File: config.mk
export PLATFORM = sky130hd
export DESIGN_NAME = mem_req_master
export DESIGN_NICKNAME = d
export VERILOG_FILES = /design/src/rtl/mem_req_master.sv
export SDC_FILE = /design/constraint.sdc
export NUM_CORES = 1
export LEC_CHECK = 0
export CORE_MARGIN = 10
export CORE_UTILIZATION = 35
export DETAILED_ROUTE_END_ITERATION = 7
export MAX_ROUTING_LAYER = met4
export PLACE_DENSITY = 0.64
export RECOVER_POWER = 100
export REMOVE_ABC_BUFFERS = 1
export SYNTH_ARGS = -nofsm -noshare
export SYNTH_HDL_FRONTEND = slang
export SYNTH_SLANG_ARGS = --single-unit
export TNS_END_PERCENT = 100
File: constraint.sdc
create_clock -name clk -period 2 [get_ports clk]
set_input_delay 0.6 -clock clk [delete_from_list [all_inputs] [get_ports clk]]
set_output_delay 0.6 -clock clk [all_outputs]
set_load 0.05 [all_outputs]
File: src/rtl/mem_req_master.sv
// mem_req_master
//   Single-port requester for one rden/wren/acq slot of the memory controller.
//   Accepts a read/write command in IDLE and holds the request in REQ until the
//   controller acknowledges. It then issues a one-cycle response in RESP.
//   A wait counter bounds the REQ phase so a lost grant cannot hang the client.
//
//   Optional feature: define MEMREQ_RETRY_EN to reissue the request once after
//   the first timeout (one-cycle RETRY gap). An error is reported only on the
//   second timeout.
//
// Ports
//   clk, rst                 clock, synchronous active-high reset
//   cmd_valid/ready          client command handshake (ready only in IDLE)
//   cmd_we/addr/wdata        command fields
//   rden, wren, Address, Din request to the controller (registered)
//   acq, Dq                  controller acknowledge and read data
//   rsp_valid/rdata/err      one-cycle response; rdata/err hold until next rsp
module mem_req_master #(
    parameter int ADDR_W  = 16,
    parameter int DATA_W  = 16,
    parameter int TIMEOUT = 15
) (
    input  logic              clk,
    input  logic              rst,
    input  logic              cmd_valid,
    output logic              cmd_ready,
    input  logic              cmd_we,
    input  logic [ADDR_W-1:0] cmd_addr,
    input  logic [DATA_W-1:0] cmd_wdata,
    output logic              rden,
    output logic              wren,
    output logic [ADDR_W-1:0] Address,
    output logic [DATA_W-1:0] Din,
    input  logic              acq,
    input  logic [DATA_W-1:0] Dq,
    output logic              rsp_valid,
    output logic [DATA_W-1:0] rsp_rdata,
    output logic              rsp_err
);

    localparam int              CW  = $clog2(TIMEOUT + 1);
    localparam logic [CW-1:0]   TMO = CW'(TIMEOUT);

    typedef enum logic [1:0] {IDLE, REQ, RESP, RETRY} state_t;

    state_t          state;
    logic            we_q;
    logic [CW-1:0]   cnt;
    logic [CW-1:0]   cnt_inc;
`ifdef MEMREQ_RETRY_EN
    logic            retried;
`endif

    // Saturating increment: the counter never wraps back to zero.
    assign cnt_inc = (cnt == TMO) ? cnt : cnt + CW'(1);

    always_ff @(posedge clk) begin
        if (rst) begin
            state     <= IDLE;
            cmd_ready <= 1'b1;
            we_q      <= 1'b0;
            cnt       <= '0;
            rden      <= 1'b0;
            wren      <= 1'b0;
            Address   <= '0;
            Din       <= '0;
            rsp_valid <= 1'b0;
            rsp_rdata <= '0;
            rsp_err   <= 1'b0;
`ifdef MEMREQ_RETRY_EN
            retried   <= 1'b0;
`endif
        end else begin
            rsp_valid <= 1'b0;
            case (state)
                IDLE: begin
                    if (cmd_valid) begin
                        Address   <= cmd_addr;
                        Din       <= cmd_wdata;
                        we_q      <= cmd_we;
                        rden      <= ~cmd_we;
                        wren      <= cmd_we;
                        cnt       <= '0;
                        cmd_ready <= 1'b0;
`ifdef MEMREQ_RETRY_EN
                        retried   <= 1'b0;
`endif
                        state     <= REQ;
                    end
                end
                REQ: begin
                    // acq is checked first so an acknowledge in the cycle the
                    // counter would reach TIMEOUT still counts as success.
                    if (acq) begin
                        rsp_rdata <= we_q ? '0 : Dq;
                        rsp_err   <= 1'b0;
                        rsp_valid <= 1'b1;
                        rden      <= 1'b0;
                        wren      <= 1'b0;
                        state     <= RESP;
                    end else if (cnt_inc == TMO) begin
                        cnt  <= cnt_inc;
                        rden <= 1'b0;
                        wren <= 1'b0;
`ifdef MEMREQ_RETRY_EN
                        if (!retried) begin
                            retried <= 1'b1;
                            state   <= RETRY;
                        end else begin
                            rsp_err   <= 1'b1;
                            rsp_rdata <= '0;
                            rsp_valid <= 1'b1;
                            state     <= RESP;
                        end
`else
                        rsp_err   <= 1'b1;
                        rsp_rdata <= '0;
                        rsp_valid <= 1'b1;
                        state     <= RESP;
`endif
                    end else begin
                        cnt <= cnt_inc;
                    end
                end
                RESP: begin
                    cmd_ready <= 1'b1;
                    state     <= IDLE;
                end
                RETRY: begin
                    // Reissue the held address/data with a fresh wait budget.
                    cnt   <= '0;
                    rden  <= ~we_q;
                    wren  <= we_q;
                    state <= REQ;
                end
                default: begin
                    cmd_ready <= 1'b1;
                    rden      <= 1'b0;
                    wren      <= 1'b0;
                    state     <= IDLE;
                end
            endcase
        end
    end

endmodule

==> results.sh <==
export IMPL_rsz0062_at_grt="false"
export IMPL_finClkSkew_ns=0.005671
export IMPL_cts_tree="yes"
export IMPL_min_path_cells=2
export IMPL_reg2reg_setup_slack_ns=0.22
export IMPL_swShare=0.4094
export IMPL_startpoint_type="register"
export IMPL_p_clk_frac=0.251
export IMPL_combPwrFrac=0.396
export IMPL_crit_fanout=3
export IMPL_holdPathEnd="Din[1]$_SDFFE_PP0P_"
export IMPL_finalCriticalPeriod_ns=1.800
export IMPL_ant_nets=0
export IMPL_io_pin_count=106
export IMPL_ys_warn_count=0
export IMPL_die_x_um=108.0
export IMPL_syn_to_final_growth_pct=36.28
export IMPL_p_int_mw=2.503
export IMPL_port_buffers=105
export IMPL_clock_sinks=60
export IMPL_r2r_start="cnt[0]$_SDFFE_PP0P_"
export IMPL_cts_max_path_buffers=2
export IMPL_pwr_share_seq=0.353
export IMPL_first_global_vias=2511
export IMPL_ys_ff_latch=60
export IMPL_clockRootBuffer="clkbuf_8"
export IMPL_antenna_found_initial=0
export IMPL_critPathKind="reg -> out"
export IMPL_fin_util=0.4850
export IMPL_p_leak_nw=1.374
export IMPL_clock_latency_ns=0.33
export IMPL_routed_wl_mm=7.719
export IMPL_grt_pass1_wl_mm=12.52
export IMPL_drt_pre_antenna_iters=4
export IMPL_r2r_cells=7
export IMPL_timing_slew_headroom=0.5682
export IMPL_slew_violations=0
export IMPL_cts_buffers_inserted=9
export IMPL_dieHeight_um=108.0
export IMPL_die_area_mm2=0.01165
export IMPL_rows=32
export IMPL_finalPower_mw=4.238
export IMPL_cp_required_ns=1.40
export IMPL_postSynthCellCount=308
export IMPL_grt_start_max_net_pins=28
export IMPL_diodes=0
export IMPL_worstHoldStart="Din[1]$_SDFFE_PP0P_"
export IMPL_setup_viol=0
export IMPL_hpwlAfterDp_mm=5.727
export IMPL_place_congestion=0.7800
export IMPL_path_clk_slew_ns=0.07
export IMPL_crit_path_end_kind="output pin"
export IMPL_drt_initial_drc_count=108
export IMPL_worstReg2RegEnd="rsp_rdata[3]$_SDFFE_PP0P_"
export IMPL_postSynthAreaPerCell_um2=8.791
export IMPL_htreeDepth=3
export IMPL_p_sw_mw=1.735
export IMPL_layout_drive_gt1_share=0.1667
export IMPL_yosysSeqAreaShare=0.4436
export IMPL_synth_cell_type_count=40
export IMPL_fmax_mhz=555.7
export IMPL_finalCritPeriodShare=0.8998
export IMPL_cap_violations=0
export IMPL_cp_arrival_ns=1.20
export IMPL_nets=480
export IMPL_hold_path_class="reg -> reg"
export IMPL_wl_per_cell_um=14.62
export IMPL_cp_top_family="buffers and inverters"
export IMPL_ir_drop_v=0.0004097
export IMPL_tightest_slew_ns=0.6505
export IMPL_mostFrequentLayoutCell="nand2_1"
export IMPL_grt_use_total=0.1356
export IMPL_worstPathCellList="clkbuf_1"
export IMPL_slowest_stage="clkbuf_1"
export IMPL_crit_buf_inv=1
export IMPL_drc=0
export IMPL_final_cell_mix="nand2_1 (68), dfxtp_1 (59), a21oi_1 (52)"
export IMPL_grt_ovfl_total=0
export IMPL_via_count=2530
export IMPL_outcome="completed"
export IMPL_synthesis_area_mm2=0.002708
export IMPL_max_stage_delay_ns=0.50
export IMPL_coreArea_mm2=0.007607
export IMPL_finalHoldViolations=0
export IMPL_initial_core_util=0.3559
export IMPL_vias_per_cell=4.792
export IMPL_powerDensity_mw_per_mm2=1149
flip-flops by register name (all words and copies together) (netlist names):
name,cells
Address,16
Din,16
rsp_rdata,16
cnt,4
state,2
cmd_ready,1
rden,1
rsp_err,1
rsp_valid,1
we_q,1
wren,1
power by group through the flow:
stage | Clock, mW | Sequential [mW] | Combinational (mW)
4_1_cts | 1.10 | 1.50 | 1.87
5_1_grt | 1.15 | 1.52 | 1.84
2_1_floorplan | 0 | 2.08 | 0.614
6_report | 1.06 | 1.49 | 1.68
3_3_place_gp | 0 | 1.52 | 1.85
3_5_place_dp | 0 | 1.52 | 1.86
area by class of cell:
type	instances	area [um2]
Inverter	6	22.52
Clock buffer	10	137.6
Timing Repair Buffer	125	873.3
Sequential cell	60	1202
Multi-Input combinational cell	220	1274
Fill cell	803	3918
Clock inverter	5	52.55
Tap cell	102	127.6
timing repair:
item / CTS / global route
buffers inserted: 0 / 0
hold buffers: 0 / 0
setup endpoints to repair: 0 / 17
gates resized for setup: 0 / 2
per-stage QoR:
stage	instances	setup slack (ns)	instance area (um2)	hold WS, ns	setup TNS [ns]
2_1_floorplan	286	-0.2481	2525	0.4570	-1.102
3_3_place_gp	513	-0.01184	3729	0.4416	-0.02318
3_5_place_dp	513	-0.04454	3729	0.4480	-0.1848
4_1_cts	528	0.09733	3919	0.4585	0
5_1_grt	528	0.06135	3690	0.4713	0
6_report	528	0.2004	3690	0.4553	0
cell families (layout without fill, tap and decap cells):
| logic type | Yosys count | count (layout) | share of synthesized area |
|---|---|---|---|
| AO/OA/AOI/OAI | 83 | 83 | 0.1895 |
| adder cells (fa/ha/maj) | 5 | 5 | 0.02311 |
| buffers and inverters | 28 | 146 | 0.07578 |
| flip-flops | 60 | 60 | 0.4436 |
| multiplexers | 4 | 4 | 0.01617 |
| AND/OR/NAND/NOR | 128 | 128 | 0.2519 |
synth_stat cells:
library cell	instances	area [um2]
a211o_2	1	10.01
o31ai_4	1	21.27
and4_2	1	10.01
mux2_2	3	33.78
o32ai_1	1	8.760
and4bb_2	1	12.51
a211oi_1	1	7.510
and2_1	1	6.260
clkbuf_1	11	41.29
a21oi_1	48	240.2
mux2i_1	1	10.01
nor2b_1	11	68.82
buf_6	3	33.78
buf_2	1	5.000
o21a_1	1	7.510
o22ai_1	2	12.51
and3_1	1	6.260
a211o_1	1	8.760
buf_12	1	20.02
a41oi_1	1	8.760
nand3_1	8	40.04
and4bb_1	1	12.51
nor4_2	1	12.51
inv_2	1	3.750
nor2_1	7	26.28
clkbuf_8	6	82.58
nand2b_1	3	18.77
and2b_2	9	78.83
inv_1	5	18.77
ha_1	5	62.56
a311oi_1	1	8.760
nand3b_1	2	15.01
dfxtp_1	60	1201
nand2_1	68	255.2
nand3_2	9	90.09
nor3_1	3	15.01
nor3b_1	1	7.510
a31oi_1	16	100.1
a21oi_2	9	78.83
or2_2	1	6.260
routing by layer:
metal  share of wire  GRT usage  routed length (um)
met1            0.52     0.1800                3977
met2            0.39     0.1832                2999
met3           0.084    0.04759                 652
met4           0.012    0.05153                  89
met5               0          -                   0
worst max path at each step:
stage                                         start                   endpoint  cells after the start
after CTS                       cnt[0]$_SDFFE_PP0P_  rsp_rdata[4]$_SDFFE_PP0P_                      7
final                     rsp_rdata[2]$_SDFFE_PP0P_               rsp_rdata[2]                      1
after detailed placement                  cmd_valid        cnt[0]$_SDFFE_PP0P_                      6
after global routing            cnt[1]$_SDFFE_PP0P_  rsp_rdata[4]$_SDFFE_PP0P_                      7
after global placement                    cmd_valid        cnt[1]$_SDFFE_PP0P_                      6
after floorplan                 cnt[0]$_SDFFE_PP0P_          rden$_SDFFE_PP0P_                      5
(Power assumes the default switching activity.)
